==> config.mk <==
export PLATFORM = sky130hd
export DESIGN_NAME = display_source_scheduler
export DESIGN_NICKNAME = d
export VERILOG_FILES = /design/src/rtl/display_source_scheduler.sv
export SDC_FILE = /design/constraint.sdc
export NUM_CORES = 1
export LEC_CHECK = 0
export CAP_MARGIN = 20
export CORE_AREA = 2 2 96 98
export CTS_CLUSTER_DIAMETER = 200
export DETAILED_ROUTE_END_ITERATION = 6
export DIE_AREA = 0 0 98 100
export GPL_TIMING_DRIVEN = 0
export PLACE_DENSITY = 0.5
export SLEW_MARGIN = 0
export SYNTH_ARGS = -nofsm -noshare
export SYNTH_HDL_FRONTEND = slang
export SYNTH_SLANG_ARGS = --single-unit
==> constraint.sdc <==
create_clock -name clock -period 2.15 [get_ports clock]
set_input_delay 0.3225 -clock clock [delete_from_list [all_inputs] [get_ports clock]]
set_output_delay 0.3225 -clock clock [all_outputs]
set_load 0.1 [all_outputs]
==> src/rtl/display_source_scheduler.sv <==
// Display source scheduler: drives the 7-line display mux select.
// Alternates sources "n" (0) and "r" (1) on a dwell timer and blanks the
// display around each swap. A debounced button forces an early swap, and
// the alarm input pins the display to ALARM_SRC.
//
// state     | meaning
// ----------+-----------------------------------------------------------
// SHOW_N    | source n shown, dwell timer runs while enable=1
// SHOW_R    | source r shown, dwell timer runs while enable=1
// BLANK     | display forced off, selector already on the new target
// ALARM     | display pinned to ALARM_SRC until alarm drops
module display_source_scheduler #(
    parameter int DWELL_CYCLES    = 50_000_000,
    parameter int BLANK_CYCLES    = 1_000,
    parameter int DEBOUNCE_CYCLES = 500_000,
    parameter bit ALARM_SRC       = 1'b1
) (
    input  logic clock,
    input  logic reset_n,
    input  logic enable,
    input  logic btn_raw,
    input  logic alarm,
    output logic selector,
    output logic blank,
    output logic switch_pulse
);

    localparam int DWELL_W = (DWELL_CYCLES > 1)    ? $clog2(DWELL_CYCLES)    : 1;
    localparam int BLANK_W = (BLANK_CYCLES > 1)    ? $clog2(BLANK_CYCLES)    : 1;
    localparam int DB_W    = (DEBOUNCE_CYCLES > 1) ? $clog2(DEBOUNCE_CYCLES) : 1;

    localparam logic [DWELL_W-1:0] DWELL_LAST = DWELL_W'(DWELL_CYCLES - 1);
    localparam logic [BLANK_W-1:0] BLANK_LAST = BLANK_W'(BLANK_CYCLES - 1);
    localparam logic [DB_W-1:0]    DB_LAST    = DB_W'(DEBOUNCE_CYCLES - 1);

    typedef enum logic [1:0] {
        ST_SHOW_N = 2'd0,
        ST_SHOW_R = 2'd1,
        ST_BLANK  = 2'd2,
        ST_ALARM  = 2'd3
    } state_t;

    // Button path signals
    logic            sync1_q, sync1_d;
    logic            sync2_q, sync2_d;
    logic            db_level_q, db_level_d;
    logic [DB_W-1:0] db_cnt_q, db_cnt_d;
    logic            press_q, press_d;

    // Scheduler signals
    state_t             state_q, state_d;
    logic               target_q, target_d;
    logic               selector_q, selector_d;
    logic               blank_q, blank_d;
    logic               switch_pulse_q, switch_pulse_d;
    logic [DWELL_W-1:0] dwell_cnt_q, dwell_cnt_d;
    logic [BLANK_W-1:0] blank_cnt_q, blank_cnt_d;

    logic show_src;
    logic dwell_done;

    // Synchronise the raw button, debounce it, and derive the press pulse
    always_comb begin
        sync1_d    = btn_raw;
        sync2_d    = sync1_q;
        db_level_d = db_level_q;
        db_cnt_d   = '0;
        if (sync2_q != db_level_q) begin
            if (db_cnt_q == DB_LAST) begin
                db_level_d = sync2_q;
            end else begin
                db_cnt_d = db_cnt_q + DB_W'(1);
            end
        end
        press_d = db_level_d & ~db_level_q;
    end

    // Button path registers
    always_ff @(posedge clock or negedge reset_n) begin
        if (!reset_n) begin
            sync1_q    <= 1'b0;
            sync2_q    <= 1'b0;
            db_level_q <= 1'b0;
            db_cnt_q   <= '0;
            press_q    <= 1'b0;
        end else begin
            sync1_q    <= sync1_d;
            sync2_q    <= sync2_d;
            db_level_q <= db_level_d;
            db_cnt_q   <= db_cnt_d;
            press_q    <= press_d;
        end
    end

    assign show_src   = (state_q == ST_SHOW_R);
    assign dwell_done = enable && (dwell_cnt_q == DWELL_LAST);

    // Next state and registered outputs; alarm overrides everything else
    always_comb begin
        state_d        = state_q;
        target_d       = target_q;
        selector_d     = selector_q;
        blank_d        = blank_q;
        switch_pulse_d = 1'b0;
        dwell_cnt_d    = dwell_cnt_q;
        blank_cnt_d    = blank_cnt_q;

        if (alarm) begin
            if (state_q != ST_ALARM) begin
                state_d        = ST_ALARM;
                switch_pulse_d = (selector_q != ALARM_SRC);
                dwell_cnt_d    = '0;
                blank_cnt_d    = '0;
            end
            selector_d = ALARM_SRC;
            blank_d    = 1'b0;
        end else begin
            case (state_q)
                ST_SHOW_N, ST_SHOW_R: begin
                    // press and dwell expiry collapse into a single swap
                    if (press_q || dwell_done) begin
                        state_d        = ST_BLANK;
                        target_d       = ~show_src;
                        selector_d     = ~show_src;
                        blank_d        = 1'b1;
                        switch_pulse_d = 1'b1;
                        dwell_cnt_d    = '0;
                        blank_cnt_d    = '0;
                    end else if (enable) begin
                        dwell_cnt_d = dwell_cnt_q + DWELL_W'(1);
                    end
                end
                ST_BLANK: begin
                    if (blank_cnt_q == BLANK_LAST) begin
                        state_d     = target_q ? ST_SHOW_R : ST_SHOW_N;
                        selector_d  = target_q;
                        blank_d     = 1'b0;
                        dwell_cnt_d = '0;
                        blank_cnt_d = '0;
                    end else begin
                        blank_cnt_d = blank_cnt_q + BLANK_W'(1);
                    end
                end
                ST_ALARM: begin
                    // leaving the alarm keeps the pinned source, so no pulse
                    state_d     = ALARM_SRC ? ST_SHOW_R : ST_SHOW_N;
                    selector_d  = ALARM_SRC;
                    blank_d     = 1'b0;
                    dwell_cnt_d = '0;
                    blank_cnt_d = '0;
                end
                default: begin
                    state_d     = ST_SHOW_N;
                    selector_d  = 1'b0;
                    blank_d     = 1'b0;
                    dwell_cnt_d = '0;
                    blank_cnt_d = '0;
                end
            endcase
        end
    end

    // Scheduler state and output registers
    always_ff @(posedge clock or negedge reset_n) begin
        if (!reset_n) begin
            state_q        <= ST_SHOW_N;
            target_q       <= 1'b0;
            selector_q     <= 1'b0;
            blank_q        <= 1'b0;
            switch_pulse_q <= 1'b0;
            dwell_cnt_q    <= '0;
            blank_cnt_q    <= '0;
        end else begin
            state_q        <= state_d;
            target_q       <= target_d;
            selector_q     <= selector_d;
            blank_q        <= blank_d;
            switch_pulse_q <= switch_pulse_d;
            dwell_cnt_q    <= dwell_cnt_d;
            blank_cnt_q    <= blank_cnt_d;
        end
    end

    assign selector     = selector_q;
    assign blank        = blank_q;
    assign switch_pulse = switch_pulse_q;

endmodule

==> results_dict.tcl <==
set metrics [dict create \
    die_w_um 98 \
    relSlewSlack_pct 35.84 \
    cts_inserted_buffers 9 \
    period_minus_slack_ps 2097 \
    worstPathMaxFanout 8 \
    grt_usage_pct 16.55 \
    cp-start-kind "register" \
    maxCapViolCount 0 \
    grt_pass1_wl_mm 12.93 \
    drt_iter0_drc 129 \
    regToRegEndpoint "dwell_cnt_q[25]" \
    clk_pin_slew_ps 80 \
    yosys_register_bits 65 \
    wl_mm 7.828 \
    ant_nets 0 \
    worstPathArrival_ps 2360 \
    drc_errors 0 \
    finalPower_mw 2.537 \
    r2r_start "blank_cnt_q[3]" \
    r2r_slack_ps 50 \
    placed_cells 479 \
    finalCritPeriodShare_pct 97.56 \
    syn_nets 369 \
    hp-class "input port to asynchronous set/reset pin" \
    drive_above_1_share_pct 14.80 \
    die_area_um2 9800 \
    worstMarginPinSlew_ps 960.8 \
    slew_viol_final 0 \
    core_area_um2 8890 \
    start_util_pct 38.25 \
    synth_area_um2 3401 \
    htree_num_levels 3 \
    vias 2746 \
    syn-instance-count 361 \
    setup_viol 0 \
    place.gp.congestion 0.8207 \
    synth_cell_types 52 \
    cts_sinks 65 \
    dp_slack_ps -342.6 \
    synth-async-reset-ratio_pct 100.0 \
    fin_cells 503 \
    dpl.hpwl_mm 5.198 \
    power.leakage_nw 1.612 \
    nets 395 \
    setup_ws_ps 52.54 \
    io_pins 8 \
    hold_violations 0 \
    grt_max_degree 66 \
    dr.pass1.iters 4 \
    ir_drop_mv 0.2303 \
    antenna_found_initial 0 \
    synth_top_flop_cell "dfrtp_1" \
    syn_to_final_growth_pct 16.56 \
    clockBufferDepth 2 \
    synth-seq-area-share_pct 47.83 \
    status "finished clean" \
    cts_root_buf "clkbuf_8" \
    diodes 0 \
    grt_pass1_vias 2609 \
    fin_worst_skew_ps 15.08 \
    r2r_cells 6 \
    pwr_density_cell_nw_per_um2 640.1 \
    critical_path_required_ps 2420 \
    avgRoutedWirePerCell_um 15.56 \
    cts_tree "yes" \
    die_h_um 100 \
    fill_cells 876 \
    placementRows 35 \
    fmax_mhz 476.8 \
    clk_latency_ps 350 \
    synth_edf_count 0 \
    endpoint_kind "register" \
    grt-ovfl-total 0 \
    yosysWarnings 0 \
    synth_area_per_cell_um2 9.420 \
    vias_per_cell 5.459 \
    crit_type "register to register" \
    port_buffers 7 \
]
==> worst max-delay path, cell delays in order, from the launching register on <==
cell and delay [ps]:
dfrtp_1 420, and4bb_2 360, a41o_1 190, buf_6 160, o2111ai_4 170, or4_4 560
a21oi_2 150
==> power by group <==
group / internal [mW] / switching [mW] / total [mW]
logic: 0.0567 / 0.167 / 0.224
clock network: 0.563 / 0.490 / 1.05
registers: 1.24 / 0.0177 / 1.26
==> cell usage in the layout, fill, tap and decap left out, types with 3 or more instances in the layout <==
cell and instances:
a211oi_1 3, nand3_1 22, nor3_1 8, clkdlybuf4s50_1 3, a21oi_1 20, buf_4 9
or4_1 5, clkbuf_1 6, inv_1 8, dfrtp_1 65, and2_1 3, and3_1 12
o31ai_1 7, xnor2_1 17, o21ai_0 20, or3_1 11, nand4_1 11, xor2_1 9
a22o_1 3, nor2_1 39, and4_1 7, clkbuf_8 10, nand2_1 28, buf_6 3
buf_2 4
==> cell usage after synthesis, types with 2 or more instances <==
| master | n | area [um2] |
|---|---|---|
| a211oi_1 | 3 | 22.52 |
| a21o_1 | 2 | 15.01 |
| a21oi_1 | 22 | 110.1 |
| a22o_1 | 3 | 26.28 |
| a31oi_1 | 2 | 12.51 |
| a41oi_1 | 2 | 17.52 |
| and2_1 | 3 | 18.77 |
| and3_1 | 12 | 75.07 |
| and4_1 | 7 | 61.31 |
| buf_2 | 4 | 20.02 |
| buf_6 | 2 | 22.52 |
| clkbuf_1 | 9 | 33.78 |
| dfrtp_1 | 65 | 1627 |
| ha_1 | 3 | 37.54 |
| inv_1 | 8 | 30.03 |
| nand2_1 | 29 | 108.9 |
| nand3_1 | 23 | 115.1 |
| nand4_1 | 11 | 68.82 |
| nand4b_1 | 2 | 17.52 |
| nor2_1 | 40 | 150.1 |
| nor3_1 | 8 | 40.04 |
| nor4_1 | 3 | 18.77 |
| nor4b_1 | 2 | 17.52 |
| o211ai_1 | 2 | 15.01 |
| o21ai_0 | 20 | 100.1 |
| o31ai_1 | 8 | 60.06 |
| or2_2 | 2 | 12.51 |
| or3_1 | 11 | 68.82 |
| or4_1 | 6 | 45.04 |
| xnor2_1 | 17 | 148.9 |
| xor2_1 | 9 | 78.83 |
==> registers in the layout, summed over array words and instances, names as in the netlist <==
signal        count
db_level_q        1
state_q           2
target_q          1
sync2_q           1
sync1_q           1
blank             1
db_cnt_q         19
switch_pulse      1
blank_cnt_q      10
dwell_cnt_q      26
press_q           1
selector          1
==> cells by family (layout without fill, tap and decap cells) <==
family / Yosys count / in the layout / synth area share [%]
simple gates: 163 / 163 / 25.20
compound gates: 80 / 80 / 15.71
flops: 65 / 65 / 47.83
xor+xnor: 26 / 26 / 6.696
buf+inv: 23 / 54 / 3.127
fa+ha+maj: 3 / 3 / 1.104
mux: 1 / 1 / 0.3311
==> routing by layer <==
layer  track usage, %  vias to the layer above  routed length [um]
met1            21.79                     1327                3842
met5                0                        -                   0
li1                 -                     1378                   -
met4            7.692                        0                 161
met3            2.786                       16                 181
met2            26.82                       25                3642
==> final cells by class <==
type                       instances  area [um2]  share of cell area (%)
multi-input combinational        273        1754                   44.26
sequential                        65        1627                   41.04
clock buffer                      11       141.4                   3.567
tap                              111       138.9                   3.504
timing repair buffer              16       132.6                   3.346
buffer                            14       85.08                   2.146
clock inverter                     5       55.05                   1.389
inverter                           8       30.03                  0.7576
==> worst max path at each step <==
| stage | depth (start not counted) | start | endpoint |
|---|---|---|---|
| after floorplan | 7 | blank_cnt_q[3] | dwell_cnt_q[16] |
| after global placement | 1 | reset_n | db_cnt_q[1] |
| after detailed placement | 7 | alarm | dwell_cnt_q[25] |
| after CTS | 7 | blank_cnt_q[3] | dwell_cnt_q[16] |
| after global routing | 6 | blank_cnt_q[3] | dwell_cnt_q[25] |
| final | 6 | blank_cnt_q[3] | dwell_cnt_q[25] |
==> metrics by stage <==
step	setup TNS, ps	cell area, um2	util [%]	hold slack (ps)
floorplan	0	3401	-	26.91
global placement	-108400	3610	40.61	345.2
detailed placement	-8460	3607	40.58	338.6
CTS	0	3840	43.19	99.69
global route	-28.26	3964	44.59	133.4
finish	0	3964	44.59	69.16
==> timing repair <==
item,CTS,global route
hold buffers,0,0
pin swaps,0,5
setup buffers,0,8
setup endpoints to repair,43,32
gates cloned,0,1
gates resized for setup,12,18
Power figures use the tool's default switching activity.
